File: src/rtl/seg7_scan_mux.sv
// Time-multiplexed 7-segment driver: per-digit scan with blanking gap, per-frame snapshot, leading-zero suppression.
// Optional macro SEG7_HEX_EN: codes 10..15 decode to A,b,C,d,E,F instead of a dash.
module seg7_scan_mux #(
    parameter int NUM_DIGITS     = 4,
    parameter int SCAN_DIV       = 50000,
    parameter int BLANK_CYCLES   = 16,
    parameter int SEG_ACTIVE_LOW = 1,
    parameter int AN_ACTIVE_LOW  = 1
) (
    input  logic                    clk,
    input  logic                    rst_n,
    input  logic                    en,
    input  logic [4*NUM_DIGITS-1:0] digits,
    input  logic [NUM_DIGITS-1:0]   dp,
    input  logic                    blank_lz,
    output logic [6:0]              seg,
    output logic                    dp_out,
    output logic [NUM_DIGITS-1:0]   an,
    output logic                    frame_tick
);

    localparam int PC_W  = $clog2(SCAN_DIV);
    localparam int IDX_W = (NUM_DIGITS > 1) ? $clog2(NUM_DIGITS) : 1;

    localparam logic [PC_W-1:0]       PC_LAST  = PC_W'(SCAN_DIV - 1);
    localparam logic [PC_W-1:0]       PC_BLANK = PC_W'(BLANK_CYCLES);
    localparam logic [IDX_W-1:0]      IDX_LAST = IDX_W'(NUM_DIGITS - 1);
    localparam logic [6:0]            SEG_OFF  = {7{SEG_ACTIVE_LOW != 0}};
    localparam logic                  DP_OFF   = (SEG_ACTIVE_LOW != 0);
    localparam logic [NUM_DIGITS-1:0] AN_OFF   = {NUM_DIGITS{AN_ACTIVE_LOW != 0}};

    logic [PC_W-1:0]         pc;
    logic [IDX_W-1:0]        idx;
    logic [4*NUM_DIGITS-1:0] snap_d;
    logic [NUM_DIGITS-1:0]   snap_dp;
    logic                    tick_pend;

    logic                  slot_end;
    logic                  frame_end;
    logic                  in_blank;
    logic                  lz_run;
    logic [NUM_DIGITS-1:0] suppress;
    logic [NUM_DIGITS-1:0] onehot;
    logic [3:0]            cur_code;
    logic                  cur_dp;
    logic                  cur_sup;
    logic [6:0]            seg_raw;

    function automatic logic [6:0] decode(input logic [3:0] code);
        logic [6:0] r;
        case (code)
            4'd0:    r = 7'b1111110;
            4'd1:    r = 7'b0110000;
            4'd2:    r = 7'b1101101;
            4'd3:    r = 7'b1111001;
            4'd4:    r = 7'b0110011;
            4'd5:    r = 7'b1011011;
            4'd6:    r = 7'b1011111;
            4'd7:    r = 7'b1110000;
            4'd8:    r = 7'b1111111;
            4'd9:    r = 7'b1111011;
`ifdef SEG7_HEX_EN
            4'd10:   r = 7'b1110111;
            4'd11:   r = 7'b0011111;
            4'd12:   r = 7'b1001110;
            4'd13:   r = 7'b0111101;
            4'd14:   r = 7'b1001111;
            default: r = 7'b1000111;
`else
            default: r = 7'b0000001;
`endif
        endcase
        return r;
    endfunction

    always_comb begin
        slot_end  = (pc == PC_LAST);
        frame_end = slot_end && (idx == IDX_LAST);
        in_blank  = (pc < PC_BLANK);
    end

    // Walk from the most significant digit down; suppression stops at the first nonzero code.
    always_comb begin
        lz_run   = blank_lz;
        suppress = '0;
        for (int unsigned i = 1; i < NUM_DIGITS; i++) begin
            lz_run                 = lz_run && (snap_d[4*(NUM_DIGITS-i) +: 4] == 4'h0);
            suppress[NUM_DIGITS-i] = lz_run;
        end
    end

    always_comb begin
        cur_code = '0;
        cur_dp   = 1'b0;
        cur_sup  = 1'b0;
        onehot   = '0;
        for (int unsigned i = 0; i < NUM_DIGITS; i++) begin
            onehot[i] = (idx == IDX_W'(i));
            if (idx == IDX_W'(i)) begin
                cur_code = snap_d[4*i +: 4];
                cur_dp   = snap_dp[i];
                cur_sup  = suppress[i];
            end
        end
        seg_raw = cur_sup ? 7'b0000000 : decode(cur_code);
    end

    always_ff @(posedge clk or negedge rst_n) begin
        if (!rst_n) begin
            pc        <= '0;
            idx       <= '0;
            snap_d    <= '0;
            snap_dp   <= '0;
            tick_pend <= 1'b0;
        end else if (!en) begin
            pc        <= '0;
            idx       <= '0;
            snap_d    <= digits;
            snap_dp   <= dp;
            tick_pend <= 1'b0;
        end else begin
            tick_pend <= frame_end;
            if (slot_end) begin
                pc <= '0;
                if (frame_end) begin
                    idx     <= '0;
                    snap_d  <= digits;
                    snap_dp <= dp;
                end else begin
                    idx <= idx + 1'b1;
                end
            end else begin
                pc <= pc + 1'b1;
            end
        end
    end

    // seg/dp_out load only at slot start so they never change under a lit anode;
    // frame_tick is delayed one cycle so it coincides with the first digit-0 update.
    always_ff @(posedge clk or negedge rst_n) begin
        if (!rst_n) begin
            an         <= AN_OFF;
            seg        <= SEG_OFF;
            dp_out     <= DP_OFF;
            frame_tick <= 1'b0;
        end else begin
            frame_tick <= en && tick_pend;
            if (!en) begin
                an <= AN_OFF;
            end else begin
                an <= in_blank ? AN_OFF : (onehot ^ AN_OFF);
                if (pc == '0) begin
                    seg    <= seg_raw ^ SEG_OFF;
                    dp_out <= cur_dp ^ DP_OFF;
                end
            end
        end
    end

endmodule

File: config.mk
export PLATFORM = sky130hd
export DESIGN_NAME = seg7_scan_mux
export DESIGN_NICKNAME = d
export VERILOG_FILES = /design/src/rtl/seg7_scan_mux.sv
export SDC_FILE = /design/constraint.sdc
export NUM_CORES = 1
export LEC_CHECK = 0
export CAP_MARGIN = 5
export CORE_UTILIZATION = 25
export DETAILED_ROUTE_END_ITERATION = 16
export GPL_ROUTABILITY_DRIVEN = 0
export PLACE_DENSITY = 0.51
export SYNTH_ARGS = -nofsm -noshare
export SYNTH_HDL_FRONTEND = slang
export SYNTH_SLANG_ARGS = --single-unit
File: constraint.sdc
create_clock -name clk -period 2.2 [get_ports clk]
set_input_delay 0.22 -clock clk [delete_from_list [all_inputs] [get_ports clk]]
set_output_delay 0.22 -clock clk [all_outputs]
set_load 0.05 [all_outputs]
==> results of run 1 <==
-- logic make-up after synthesis --
kind of cell	synth area share
AOI/OAI and AO/OA	0.0920
xor gates and xnor gates	0.0475
adders and majority gates	0.0533
buffers and inverters	0.0310
DFF	0.509
muxes	0.0993
and+or+nand+nor	0.168
-- repair_timing --
item                                   in CTS  in global routing
pin swaps                                   4                  5
setup endpoints to repair                   3                 28
gates resized for setup                     8                 24
endpoints found under the hold margin      20                  0
buffers inserted                            4                  2
hold buffers                                1                  0
-- per-stage QoR --
stage / total power, W / hold slack (ns)
detailed placement: 0.00167 / 0.308
CTS: 0.00222 / 0.469
global route: 0.00235 / 0.480
floorplan: 0.00145 / -0.0756
global placement: 0.00166 / 0.299
finish: 0.00223 / 0.462
-- area by class of cell --
| class | count | area (µm²) | share of cell area |
|---|---|---|---|
| clock inverters | 1 | 5.00 | 0.00138 |
| flip-flops and latches | 52 | 1320 | 0.363 |
| multi-input cells | 170 | 1350 | 0.373 |
| repair buffers | 76 | 683 | 0.188 |
| clock buffers | 7 | 76.3 | 0.0210 |
| inverters | 8 | 30.0 | 0.00827 |
| well taps | 133 | 166 | 0.0458 |
-- sequential cells by signal, summed over array words and instances, names as in the netlist --
register / cells
snap_dp: 4
an: 4
seg: 7
dp_out: 1
frame_tick: 1
pc: 16
tick_pend: 1
snap_d: 16
idx: 2
-- how the worst max path moves through the flow --
stage / start / to / slack, ns / cells past startpoint
5_1_grt: pc[11] / snap_d[4] / -0.07 / 6
2_1_floorplan: idx[0] / seg[5] / 0.02 / 9
6_report: idx[0] / seg[5] / 0.04 / 9
3_5_place_dp: idx[0] / seg[5] / -0.13 / 9
3_3_place_gp: idx[0] / seg[5] / -0.10 / 9
4_1_cts: idx[0] / seg[5] / -0.005 / 9
-- cell usage after synthesis (4+ instances only) --
cell      instances  area [µm²]
o21ai_0           5        25.0
clkbuf_1          4        15.0
o22ai_1           5        31.3
xor2_1            7        61.3
inv_1             8        30.0
dfrtp_1          40        1000
nor2_1           26        97.6
nand2_1          22        82.6
xnor2_1           7        61.3
nor3_1            7        35.0
ha_1             11         138
mux2_2           21         236
nand3_1          10        50.1
dfstp_2          12         315
-- critical path, stage by stage (launching register included) --
cell and delay [ns]:
dfrtp_1 0.44, buf_4 0.17, ha_4 0.18, nor2b_4 0.18, nand2_1 0.08, a31o_2 0.26
ha_4 0.24, o32ai_2 0.29, a21oi_2 0.09, o21ai_1 0.15
-- placed cells by master (no fill, tap or decap), types with 3 or more instances in the layout --
cell type / netlist / final
nor2_1: 26 / 25
buf_4: 1 / 37
nand3_1: 10 / 10
xnor2_1: 7 / 7
o21ai_1: 0 / 3
ha_4: 0 / 3
o22ai_1: 5 / 3
nor3_1: 7 / 6
mux2_2: 21 / 20
dfrtp_1: 40 / 39
xor2_1: 7 / 7
and2_1: 3 / 3
nand4_1: 3 / 3
nor4_1: 3 / 3
a21boi_0: 3 / 3
nand2_1: 22 / 22
inv_1: 8 / 6
dfstp_2: 12 / 12
clkbuf_8: 0 / 5
clkdlybuf4s50_1: 0 / 35
ha_1: 11 / 6
a31oi_1: 3 / 3
-- per-layer routing --
metal	vias to the layer above	wire length (µm)	global-route usage
met1	953	2870	0.159
met5	-	0	0
met2	42	2610	0.177
li1	989	-	-
met3	8	237	0.0239
met4	0	80	0.0337
-- report_power, final --
group | internal [W] | switching, W
sequential | 0.00107 | 0.0000600
clock | 0.000224 | 0.000304
combinational | 0.000264 | 0.000309
total | 0.00156 | 0.000673
==> impl_metrics.tcl, run 1 <==
set metrics [dict create \
    clk_latency_ns 0.30 \
    ys_ff_latch 52 \
    rr_worst_depth 9 \
    final_hold_viol_count 0 \
    ir_drop_mv 0.308 \
    ys_warn_count 0 \
    start_util 0.261 \
    antenna_found_initial 0 \
    drive_gt1_frac 0.350 \
    first_pass_iters 4 \
    grt_max_degree 28 \
    final_util 0.367 \
    fin_setup_tns_ns 0 \
    io_pins 37 \
    fmax_mhz 462 \
    io_buffers 36 \
    synth_area_per_cell_um2 10.9 \
    synth-edff-count 0 \
    min_delay_path_depth 1 \
    die_area_um2 10700 \
    min_to "frame_tick" \
    rows 36 \
    critical_path_arrival_ns 2.40 \
    cp_max_fo 5 \
    placed_cells 432 \
    setup_violations 0 \
    first_global_vias 2025 \
    synthArstFlopShare 1.00 \
    htreeDepth 2 \
    worst_pin_slew_ns 0.679 \
    start_kind "flip-flop" \
    yosysSeqAreaShare 0.509 \
    die_width_um 104 \
    fin_crit_ns 2.16 \
    wl_per_cell_um 13.0 \
    grt_pass1_wl_um 9760 \
    power.leakage_nw 1.51 \
    finalClockSkew_ns 0.00649 \
    clock-sinks 52 \
    via_count 1992 \
    fillers 1004 \
    max-clock-path-buffers 2 \
    core_area_um2 9910 \
    routed_wl_um 5800 \
    fin_nets 348 \
    cts_tree "done" \
    ys.flop_type "dfrtp_1" \
    drv_slew 0 \
    rsz0062_at_grt "yes" \
    hold_path.class "reg -> reg" \
    fin_crit_sh 0.984 \
    syn-cell-area_um2 2580 \
    drt_iter0_markers 55 \
    syn_to_final_growth_pct 40.6 \
    cts_root_buf "clkbuf_8" \
    relSlewSlack 0.547 \
    power_density_nw_per_um2 613 \
    r2r_start "idx[0]" \
    drc_errors 0 \
    path_clk_slew_ns 0.09 \
    numCtsBuffers 5 \
    setup_ws_ns 0.0350 \
    die_h_um 104 \
    required_ns 2.43 \
    syn_inst 238 \
    layout.cells.non_filler 447 \
    dp_slack_ns -0.130 \
    reg2reg_slack_ns 0.04 \
    num_antenna_cells 0 \
    grt_usage 0.114 \
    hp-start "tick_pend" \
    dpl_cell_area_um2 3340 \
    status "finished clean" \
    ant_nets 0 \
    final_area_um2 3630 \
    critPathCaptureType "flip-flop" \
    syn_nets 273 \
    cap_violations 0 \
    worstSetupPathType "reg -> reg" \
    gr-total-overflow 0 \
    synth.distinct_cells 42 \
    vias_per_cell 4.46 \
    dpl.hpwl_um 4310 \
    r2r-end "seg[5]" \
]
(Power assumes the default switching activity.)
==> run 2: changes to the inputs <==
--- a/config.mk
+++ b/config.mk
@@ -9,6 +9,7 @@
 export CORE_UTILIZATION = 25
 export DETAILED_ROUTE_END_ITERATION = 16
 export GPL_ROUTABILITY_DRIVEN = 0
+export HOLD_SLACK_MARGIN = 0.12
 export PLACE_DENSITY = 0.51
 export SYNTH_ARGS = -nofsm -noshare
 export SYNTH_HDL_FRONTEND = slang
==> results of run 2 <==
Same layout as run 1: the final DEF is identical, and so are final timing and power.
==> run 3: changes to the inputs <==
--- a/config.mk
+++ b/config.mk
@@ -6,11 +6,13 @@
 export NUM_CORES = 1
 export LEC_CHECK = 0
 export CAP_MARGIN = 5
+export CELL_PAD_IN_SITES_DETAIL_PLACEMENT = 0
+export CELL_PAD_IN_SITES_GLOBAL_PLACEMENT = 1
 export CORE_UTILIZATION = 25
 export DETAILED_ROUTE_END_ITERATION = 16
 export GPL_ROUTABILITY_DRIVEN = 0
 export HOLD_SLACK_MARGIN = 0.12
-export PLACE_DENSITY = 0.51
+export PLACE_DENSITY = 0.6
 export SYNTH_ARGS = -nofsm -noshare
 export SYNTH_HDL_FRONTEND = slang
 export SYNTH_SLANG_ARGS = --single-unit
==> impl_metrics.tcl, run 3 (synthesis results as in run 1) <==
set metrics [dict create \
    final_hold_viol_count 0 \
    cp_cell_sequence "nor4_4 > nand2_1 > or4_4 > o21ai_4 > buf_6 > buf_12 > mux2_2" \
    critical_path_arrival_ns 2.33 \
    cp_max_fo 10 \
    die_width_um 104 \
    final_common_cell "dfrtp_1" \
    routed_wl_um 6110 \
    fin_nets 350 \
    top_regs "pc: 16 flops, snap_d: 16 flops, seg: 7 flops" \
    crit_family "simple AND/OR/NAND/NOR gates" \
    final_area_um2 3650 \
    fin_crit_sh 0.970 \
    core_area_um2 9910 \
    ir_drop_mv 0.397 \
    fin_crit_ns 2.13 \
    io_pins 37 \
    worst_pin_slew_ns 0.493 \
    wl_per_cell_um 13.6 \
    cap_violations 0 \
    syn_to_final_growth_pct 41.5 \
    grt_pass1_wl_um 10500 \
    drt_iter0_markers 48 \
    clk_latency_ns 0.31 \
    comb_power_share 0.252 \
    start_util 0.261 \
    critPathCaptureType "flip-flop" \
    required_ns 2.39 \
    power_density_nw_per_um2 617 \
    critPathBufInv 2 \
    hold_path.class "in -> async" \
    p_seq_frac 0.500 \
    ant_nets 0 \
    net-switching-power_w 0.000699 \
    cts_tree "done" \
    antenna_found_initial 0 \
    multi_input_area_um2 1340 \
    dpl.hpwl_um 4500 \
    relSlewSlack 0.670 \
    worst_path_max_delay_cell "or4_4" \
    num_antenna_cells 0 \
    path_clk_slew_ns 0.10 \
    r2r_start "pc[5]" \
    vias_per_cell 4.38 \
    regArea_um2 1320 \
    first_global_vias 2093 \
    setup_violations 0 \
    rsz0062_at_grt "yes" \
    power.leakage_nw 1.51 \
    die_area_um2 10700 \
    drv_slew 0 \
    drive_gt1_frac 0.370 \
    die_h_um 104 \
    first_pass_iters 3 \
    dpl_cell_area_um2 3340 \
    r2r-end "snap_dp[2]" \
    status "finished clean" \
    worst_path_largest_cell_delay_ns 0.45 \
    hold-worst-slack_ns 0.395 \
    swShare 0.310 \
    max-clock-path-buffers 2 \
    grt_max_degree 22 \
    drc_errors 0 \
    fillers 996 \
    finalClockSkew_ns 0.0113 \
    reg2reg_slack_ns 0.07 \
    via_count 1966 \
    final_cell_mix "dfrtp_1 (38), buf_4 (36), clkdlybuf4s50_1 (35)" \
    numCtsBuffers 5 \
    cts_root_buf "clkbuf_8" \
    io_buffers 36 \
    start_kind "flip-flop" \
    clock-sinks 52 \
    rr_worst_depth 7 \
    p_int_w 0.00156 \
    gr-total-overflow 0 \
    worstSetupPathType "reg -> reg" \
    grt_usage 0.121 \
    htreeDepth 2 \
    rows 36 \
    fmax_mhz 469 \
    pwr-share-clk 0.248 \
]
run 3: cell count changes in the layout (fill, tap and decap cells not counted), moves of 2 or more:
cell / change
inv_2: +2
ha_1: -2
o221ai_2: -2
buf_6: +3
inv_1: -2
o221ai_1: +2
ha_2: +3
run 3: routing by layer:
metal	global-route usage	share of wire
met1	0.162	0.49
met2	0.200	0.47
met3	0.0227	0.031
met4	0.0337	0.010
met5	0	0
run 3: power by group through the flow:
stage          clock, W  sequential [W]  combinational (W)
2_1_floorplan         0         0.00128           0.000170
3_3_place_gp          0         0.00114           0.000526
3_5_place_dp          0         0.00114           0.000526
4_1_cts        0.000584         0.00112           0.000560
5_1_grt        0.000606         0.00114           0.000611
6_report       0.000559         0.00113           0.000568
run 3: worst max-delay path by stage:
stage,startpoint,endpoint,depth (start not counted)
2_1_floorplan,idx[0],seg[5],9
3_3_place_gp,idx[0],seg[5],9
3_5_place_dp,idx[0],seg[5],9
4_1_cts,idx[0],seg[5],9
5_1_grt,pc[5],snap_dp[2],7
6_report,pc[5],snap_dp[2],7
run 3: timing repair:
action | in CTS | in global routing
gates resized for setup | 7 | 32
endpoints found under the setup margin | 21 | 28
hold endpoints to repair | 11 | 0
setup buffers | 7 | 0
gates cloned | 1 | 0
pin swaps | 6 | 4
hold buffers | 1 | 0
run 3: area by class of cell:
type	instances	area share
multi-input cells	170	0.367
flip-flops and latches	52	0.361
repair buffers	78	0.194
well taps	133	0.0455
clock buffers	6	0.0199
inverters	8	0.00822
clock inverters	2	0.00445
run 3: stage by stage:
step / setup slack [ns] / util / instances / power [W] / setup TNS (ns)
after global placement: -0.121 / 0.338 / 433 / 0.00167 / -0.121
after floorplan: 0.0201 / - / 238 / 0.00145 / 0
after CTS: -0.00745 / 0.359 / 450 / 0.00227 / -0.00745
after global routing: -0.0194 / 0.369 / 449 / 0.00236 / -0.126
final: 0.0666 / 0.369 / 449 / 0.00226 / 0
after detailed placement: -0.125 / 0.338 / 433 / 0.00167 / -0.581
